<file path="src/rtl/pc_fetch_unit_if.sv">
// Fetch-stage PC bus between NPC/CP0 logic (master) and the fetch PC unit (slave).
interface pc_fetch_unit_if #(
  parameter int ADDR_W = 32,
  parameter int CNT_W  = 32
);
  logic              pc_en;
  logic [ADDR_W-1:0] npc;
  logic              req;
  logic              eret_d;
  logic [ADDR_W-1:0] epc;
  logic [ADDR_W-1:0] pc_f;
  logic [ADDR_W-1:0] pc4_f;
  logic [ADDR_W-1:0] pc8_f;
  logic              kill_f;
  logic              adel_f;
  logic [CNT_W-1:0]  fetch_cnt;

  modport master (
    output pc_en, npc, req, eret_d, epc,
    input  pc_f, pc4_f, pc8_f, kill_f, adel_f, fetch_cnt
  );

  modport slave (
    input  pc_en, npc, req, eret_d, epc,
    output pc_f, pc4_f, pc8_f, kill_f, adel_f, fetch_cnt
  );
endinterface

</file>
<file path="src/rtl/pc_fetch_unit.sv">
// Fetch PC with exception/eret redirect, fetch-address error flag and fetch counter.
//   state  | meaning
//   S_RUN  | no eret waiting; PC follows npc / redirects
//   S_PEND | eret captured during a stall; pend_pc released on next pc_en
module pc_fetch_unit #(
  parameter int                ADDR_W      = 32,
  parameter logic [ADDR_W-1:0] RESET_VEC   = 32'h0000_3000,
  parameter logic [ADDR_W-1:0] EXC_VEC     = 32'h0000_4180,
  parameter logic [ADDR_W-1:0] IM_BASE     = 32'h0000_3000,
  parameter logic [ADDR_W-1:0] IM_LIMIT    = 32'h0000_6FFC,
  parameter bit                ERET_BYPASS = 1'b1,
  parameter int                CNT_W       = 32
) (
  input logic             clk,
  input logic             reset,
  pc_fetch_unit_if.slave  fif
);

  typedef enum logic {S_RUN = 1'b0, S_PEND = 1'b1} state_t;

  state_t            state, state_nxt;
  logic [ADDR_W-1:0] pc_reg, pc_nxt;
  logic [ADDR_W-1:0] pend_pc, pend_pc_nxt;
  logic [CNT_W-1:0]  cnt, cnt_nxt;
  logic              kill;
  logic [ADDR_W-1:0] pc_cur;

  always_ff @(posedge clk) begin
    if (reset) begin
      state   <= S_RUN;
      pc_reg  <= RESET_VEC;
      pend_pc <= '0;
      cnt     <= '0;
    end else begin
      state   <= state_nxt;
      pc_reg  <= pc_nxt;
      pend_pc <= pend_pc_nxt;
      cnt     <= cnt_nxt;
    end
  end

  always_comb begin
    state_nxt   = state;
    pc_nxt      = pc_reg;
    pend_pc_nxt = pend_pc;
    cnt_nxt     = cnt;
    kill        = 1'b0;
    if (fif.req) begin
      pc_nxt    = EXC_VEC;
      state_nxt = S_RUN;
    end else begin
      if (fif.pc_en) cnt_nxt = cnt + 1'b1;
      // Pending release outranks a new eret: the first captured epc wins.
      if (!ERET_BYPASS && state == S_PEND) begin
        if (fif.pc_en) begin
          pc_nxt    = pend_pc;
          state_nxt = S_RUN;
          kill      = ~reset;
        end
      end else if (!ERET_BYPASS && fif.eret_d) begin
        if (fif.pc_en) begin
          pc_nxt = fif.epc;
          kill   = ~reset;
        end else begin
          state_nxt   = S_PEND;
          pend_pc_nxt = fif.epc;
        end
      end else if (fif.pc_en) begin
        pc_nxt = fif.npc;
      end
    end
  end

  assign pc_cur = (ERET_BYPASS && fif.eret_d) ? fif.epc : pc_reg;

  assign fif.pc_f      = pc_cur;
  assign fif.pc4_f     = pc_cur + ADDR_W'(4);
  assign fif.pc8_f     = pc_cur + ADDR_W'(8);
  assign fif.kill_f    = kill;
  assign fif.adel_f    = (pc_cur[1:0] != 2'b00) || (pc_cur < IM_BASE) || (pc_cur > IM_LIMIT);
  assign fif.fetch_cnt = cnt;

endmodule

</file>
<file path="src/flat_wrapper.sv">
// flat-port wrapper written by rule: the top's interface ports become plain ports
module pc_fetch_unit_flat 
#(
  parameter int                ADDR_W      = 32,
  parameter logic [ADDR_W-1:0] RESET_VEC   = 32'h0000_3000,
  parameter logic [ADDR_W-1:0] EXC_VEC     = 32'h0000_4180,
  parameter logic [ADDR_W-1:0] IM_BASE     = 32'h0000_3000,
  parameter logic [ADDR_W-1:0] IM_LIMIT    = 32'h0000_6FFC,
  parameter bit                ERET_BYPASS = 1'b1,
  parameter int                CNT_W       = 32
)
  (clk, reset, fif_pc_en, fif_npc, fif_req, fif_eret_d, fif_epc, fif_pc_f, fif_pc4_f, fif_pc8_f, fif_kill_f, fif_adel_f, fif_fetch_cnt);
  pc_fetch_unit_if #(.ADDR_W(ADDR_W), .CNT_W(CNT_W)) fif_i ();
  input logic clk;
  input logic reset;
  input wire logic [$bits(fif_i.pc_en)-1:0] fif_pc_en;
  input wire logic [$bits(fif_i.npc)-1:0] fif_npc;
  input wire logic [$bits(fif_i.req)-1:0] fif_req;
  input wire logic [$bits(fif_i.eret_d)-1:0] fif_eret_d;
  input wire logic [$bits(fif_i.epc)-1:0] fif_epc;
  output wire logic [$bits(fif_i.pc_f)-1:0] fif_pc_f;
  output wire logic [$bits(fif_i.pc4_f)-1:0] fif_pc4_f;
  output wire logic [$bits(fif_i.pc8_f)-1:0] fif_pc8_f;
  output wire logic [$bits(fif_i.kill_f)-1:0] fif_kill_f;
  output wire logic [$bits(fif_i.adel_f)-1:0] fif_adel_f;
  output wire logic [$bits(fif_i.fetch_cnt)-1:0] fif_fetch_cnt;
  assign fif_i.pc_en = fif_pc_en;
  assign fif_i.npc = fif_npc;
  assign fif_i.req = fif_req;
  assign fif_i.eret_d = fif_eret_d;
  assign fif_i.epc = fif_epc;
  assign fif_pc_f = fif_i.pc_f;
  assign fif_pc4_f = fif_i.pc4_f;
  assign fif_pc8_f = fif_i.pc8_f;
  assign fif_kill_f = fif_i.kill_f;
  assign fif_adel_f = fif_i.adel_f;
  assign fif_fetch_cnt = fif_i.fetch_cnt;
  pc_fetch_unit #(.ADDR_W(ADDR_W), .RESET_VEC(RESET_VEC), .EXC_VEC(EXC_VEC), .IM_BASE(IM_BASE), .IM_LIMIT(IM_LIMIT), .ERET_BYPASS(ERET_BYPASS), .CNT_W(CNT_W)) u_core (.clk(clk), .reset(reset), .fif(fif_i));
endmodule
</file>
<file path="config.mk">
export PLATFORM = sky130hd
export DESIGN_NAME = pc_fetch_unit_flat
export DESIGN_NICKNAME = d
export VERILOG_FILES = /design/src/rtl/pc_fetch_unit_if.sv /design/src/rtl/pc_fetch_unit.sv /design/src/flat_wrapper.sv
export SDC_FILE = /design/constraint.sdc
export NUM_CORES = 1
export LEC_CHECK = 0
export CELL_PAD_IN_SITES_DETAIL_PLACEMENT = 1
export CELL_PAD_IN_SITES_GLOBAL_PLACEMENT = 1
export CORE_ASPECT_RATIO = 0.6
export CORE_MARGIN = 1
export CORE_UTILIZATION = 30
export DETAILED_ROUTE_END_ITERATION = 8
export GPL_ROUTABILITY_DRIVEN = 0
export PLACE_DENSITY = 0.78
export SYNTH_ARGS = -nofsm -noshare
export SYNTH_HDL_FRONTEND = slang
export SYNTH_SLANG_ARGS = --single-unit
</file>
<file path="constraint.sdc">
create_clock -name clk -period 4.9 [get_ports clk]
set_clock_uncertainty 0.05 [all_clocks]
set_input_delay 0.98 -clock clk [delete_from_list [all_inputs] [get_ports clk]]
set_output_delay 0.98 -clock clk [all_outputs]
set_load 0.1 [all_outputs]
</file>
==> metrics <==
die width 161.3 um; TritonCTS buffer count 9; register area share after synthesis 0.2804; critical path class input pin to output pin; postcts setup bufs 0; Netlist Area Pre-Place 0.004569 mm^2; Crit path arrival time 3460 ps; Final ANT Viol Nets 0; DRC 0; H-tree depth 3; first-pass GRT wire length 29.81 mm; RSZ-0062 raised after global routing no; hold buffers post-CTS 0; Nets 830; routed wire length per instance 19.60 um; Worst Hold Class flip-flop to flip-flop; Chip Height 97.60 um; DRT Wirelength 18.82 mm; Die ar. 0.01575 mm^2; Fin Hold WS 463.2 ps; Total GRT Usage 0.2446; Unique masters post-synth 53; max_slew headroom 0.2013; vias 4842; ys async rst share 0; Logic pwr share 0.456; MaxCap Viol Count 0; clk slew on worst S/H paths 50 ps; Initial DRC Count 186; Clock Tree Buf Depth 2; worst-path fanout max 6; CP Launch Type input pin; part of the power in registers 0.262; worst slew pin tran 1188 ps; Starting Density 0.3113; final hold vios 0; delay-heaviest family, CP buffers and inverters; Yosys reg bits 64; Placement Cell Area 0.008114 mm^2; endpoints failing setup 0; Final Cycle Share 0.9170; Port Buffers 197; VDD IR-drop max 0.1516 mV; max incr delay on CP 540 ps; aggregate global routing overflow 0; f_max 222.5 MHz; PwrDens 249.5 mW/mm^2; CP cell instances clkdlybuf4s50_1 -> mux2i_4 -> clkinvlp_4 -> ha_4 -> inv_4 -> a211oi_4 -> nand3_4 -> nor3_2 -> xnor2_4 -> buf_12; Required @ worst endpoint 3870 ps; initial antenna violation count 0; net switching power 0.0008857 W; critical path depth 10; Rows 34; Area Overhead vs Synth 83.57%; Sw Ratio 0.4233; most frequent cell after synthesis nor2_1; cell leakage power 3.431 nW; top cells by area, synth dfxtp_1 (28%), mux2i_1 (12%), xnor2_1 (12%); fill cell count 1600; share of cells above drive strength 1 0.3110; run status complete, no violations; vias in the first global route 5218; Int Power 0.001207 W; fin. max-slew vios 0; reg2reg path depth 5; total clock sinks 64; sequential cell area 0.001281 mm^2; Top FF cell, synth dfxtp_1; Post-synth top cells nor2_1 (88), dfxtp_1 (64), xnor2_1 (60); TritonCTS clock tree done; post-synth top area share 0.2804; Avg Synthesized Cell Area 8.174 um^2; Clock Latency Late Sink 330 ps; Post-Syn Instances 559; vias per cell 5.044; Gates resized, CTS repair 0; multi-input logic area 0.003945 mm^2; # IOs 199; hold path cells 2; Clk network pwr share 0.282; design area 0.008388 mm^2; Critical Path End Type output pin; # diodes 0; post-route minimum period 4493 ps; core area 0.01468 mm^2; first-pass detailed-route iteration total 4; largest net degree at the start of global routing 72; Synth Net Count 631; yosys warns 0; Yosys top cell by area dfxtp_1; HPWL Detailed 15.74 mm; clock root buffer clkbuf_16; Final Util 0.5715; Post-synth EDFFs 0; critical path's slowest cell clkdlybuf4s50_1; CP bufs+invs 4
-- layout by cell type, fill, tap and decap left out, drive strengths merged, types with 2 or more instances in the layout --
| cell type | count |
|---|---|
| buf | 119 |
| clkdlybuf4s50 | 98 |
| nor2 | 88 |
| dfxtp | 64 |
| xnor2 | 60 |
| mux2i | 57 |
| nand3 | 40 |
| nand2 | 36 |
| inv | 32 |
| nand4 | 28 |
| xor2 | 22 |
| nand3b | 12 |
| clkbuf | 12 |
| a21oi | 9 |
| nor3 | 9 |
| o21ai | 8 |
| nor4 | 8 |
| a22oi | 8 |
| and3 | 6 |
| mux2 | 5 |
| nor2b | 5 |
| nand4b | 4 |
| or4 | 4 |
| a211oi | 4 |
| and2 | 3 |
| ha | 3 |
| clkinvlp | 2 |
| or2 | 2 |
| o21bai | 2 |
| clkinv | 2 |
| a221oi | 2 |
-- tightest hold or removal path: cells and delay by family, from the launching register on --
kind	cells	cell delay (ps)
flip-flops	1	320
AO/OA/AOI/OAI	2	150
-- metal layers --
metal / GRT usage / routed length [um] / vias up
met5: 0 / 0 / -
met4: 0.04209 / 176 / 0
met3: 0.03927 / 1152 / 13
met2: 0.3849 / 8414 / 157
met1: 0.3528 / 9075 / 2349
li1: - / - / 2323
-- final cells by class --
cell class | instances | area share
clock buffer | 12 | 0.03058
clock inverter | 3 | 0.002088
inverter | 33 | 0.01581
tap | 198 | 0.02953
timing repair buffer | 217 | 0.2989
multi-input combinational | 433 | 0.4703
sequential | 64 | 0.1527
-- worst paths after layout --
kind / startpoint / to / slack, ps
max: fif_epc[3] / fif_pc4_f[31] / 410
min: u_core.fif.fetch_cnt[31]$_SDFFE_PP0P_ / u_core.fif.fetch_cnt[31]$_SDFFE_PP0P_ / 460
max reg2reg: u_core.fif.fetch_cnt[6]$_SDFFE_PP0P_ / u_core.fif.fetch_cnt[31]$_SDFFE_PP0P_ / 2370
min reg2reg: u_core.fif.fetch_cnt[31]$_SDFFE_PP0P_ / u_core.fif.fetch_cnt[31]$_SDFFE_PP0P_ / 460
-- power by group through the flow --
stage | logic [W] | registers [W] | clock network, W
after floorplan | 0.000660 | 0.000560 | 0
after global placement | 0.000945 | 0.000558 | 0
after detailed placement | 0.000956 | 0.000559 | 0
after CTS | 0.000958 | 0.000548 | 0.000604
after global routing | 0.000981 | 0.000550 | 0.000627
final | 0.000954 | 0.000549 | 0.000590
-- logic make-up (layout without fill, tap and decap cells) --
group                    after synthesis  in the layout  synth area share
flip-flops                            64             64            0.2804
AO/OA/AOI/OAI                         36             36           0.05887
buffers and inverters                 62            265           0.06380
adder cells (fa/ha/maj)                3              3          0.008216
AND/OR/NAND/NOR                      249            249            0.2900
other                                  1              1         0.0008207
XOR/XNOR                              82             82            0.1572
multiplexers                          62             62            0.1407
-- per-stage QoR --
step / setup slack, ps / total power (W) / setup TNS, ps / instances
2_1_floorplan: -590.6 / 0.001220 / -18070 / 559
6_report: 406.6 / 0.002092 / 0 / 960
4_1_cts: 405.5 / 0.002110 / 0 / 960
3_5_place_dp: 412.1 / 0.001516 / 0 / 945
5_1_grt: 248.6 / 0.002158 / 0 / 960
3_3_place_gp: 502.3 / 0.001503 / 0 / 945
(Power assumes the default switching activity.)
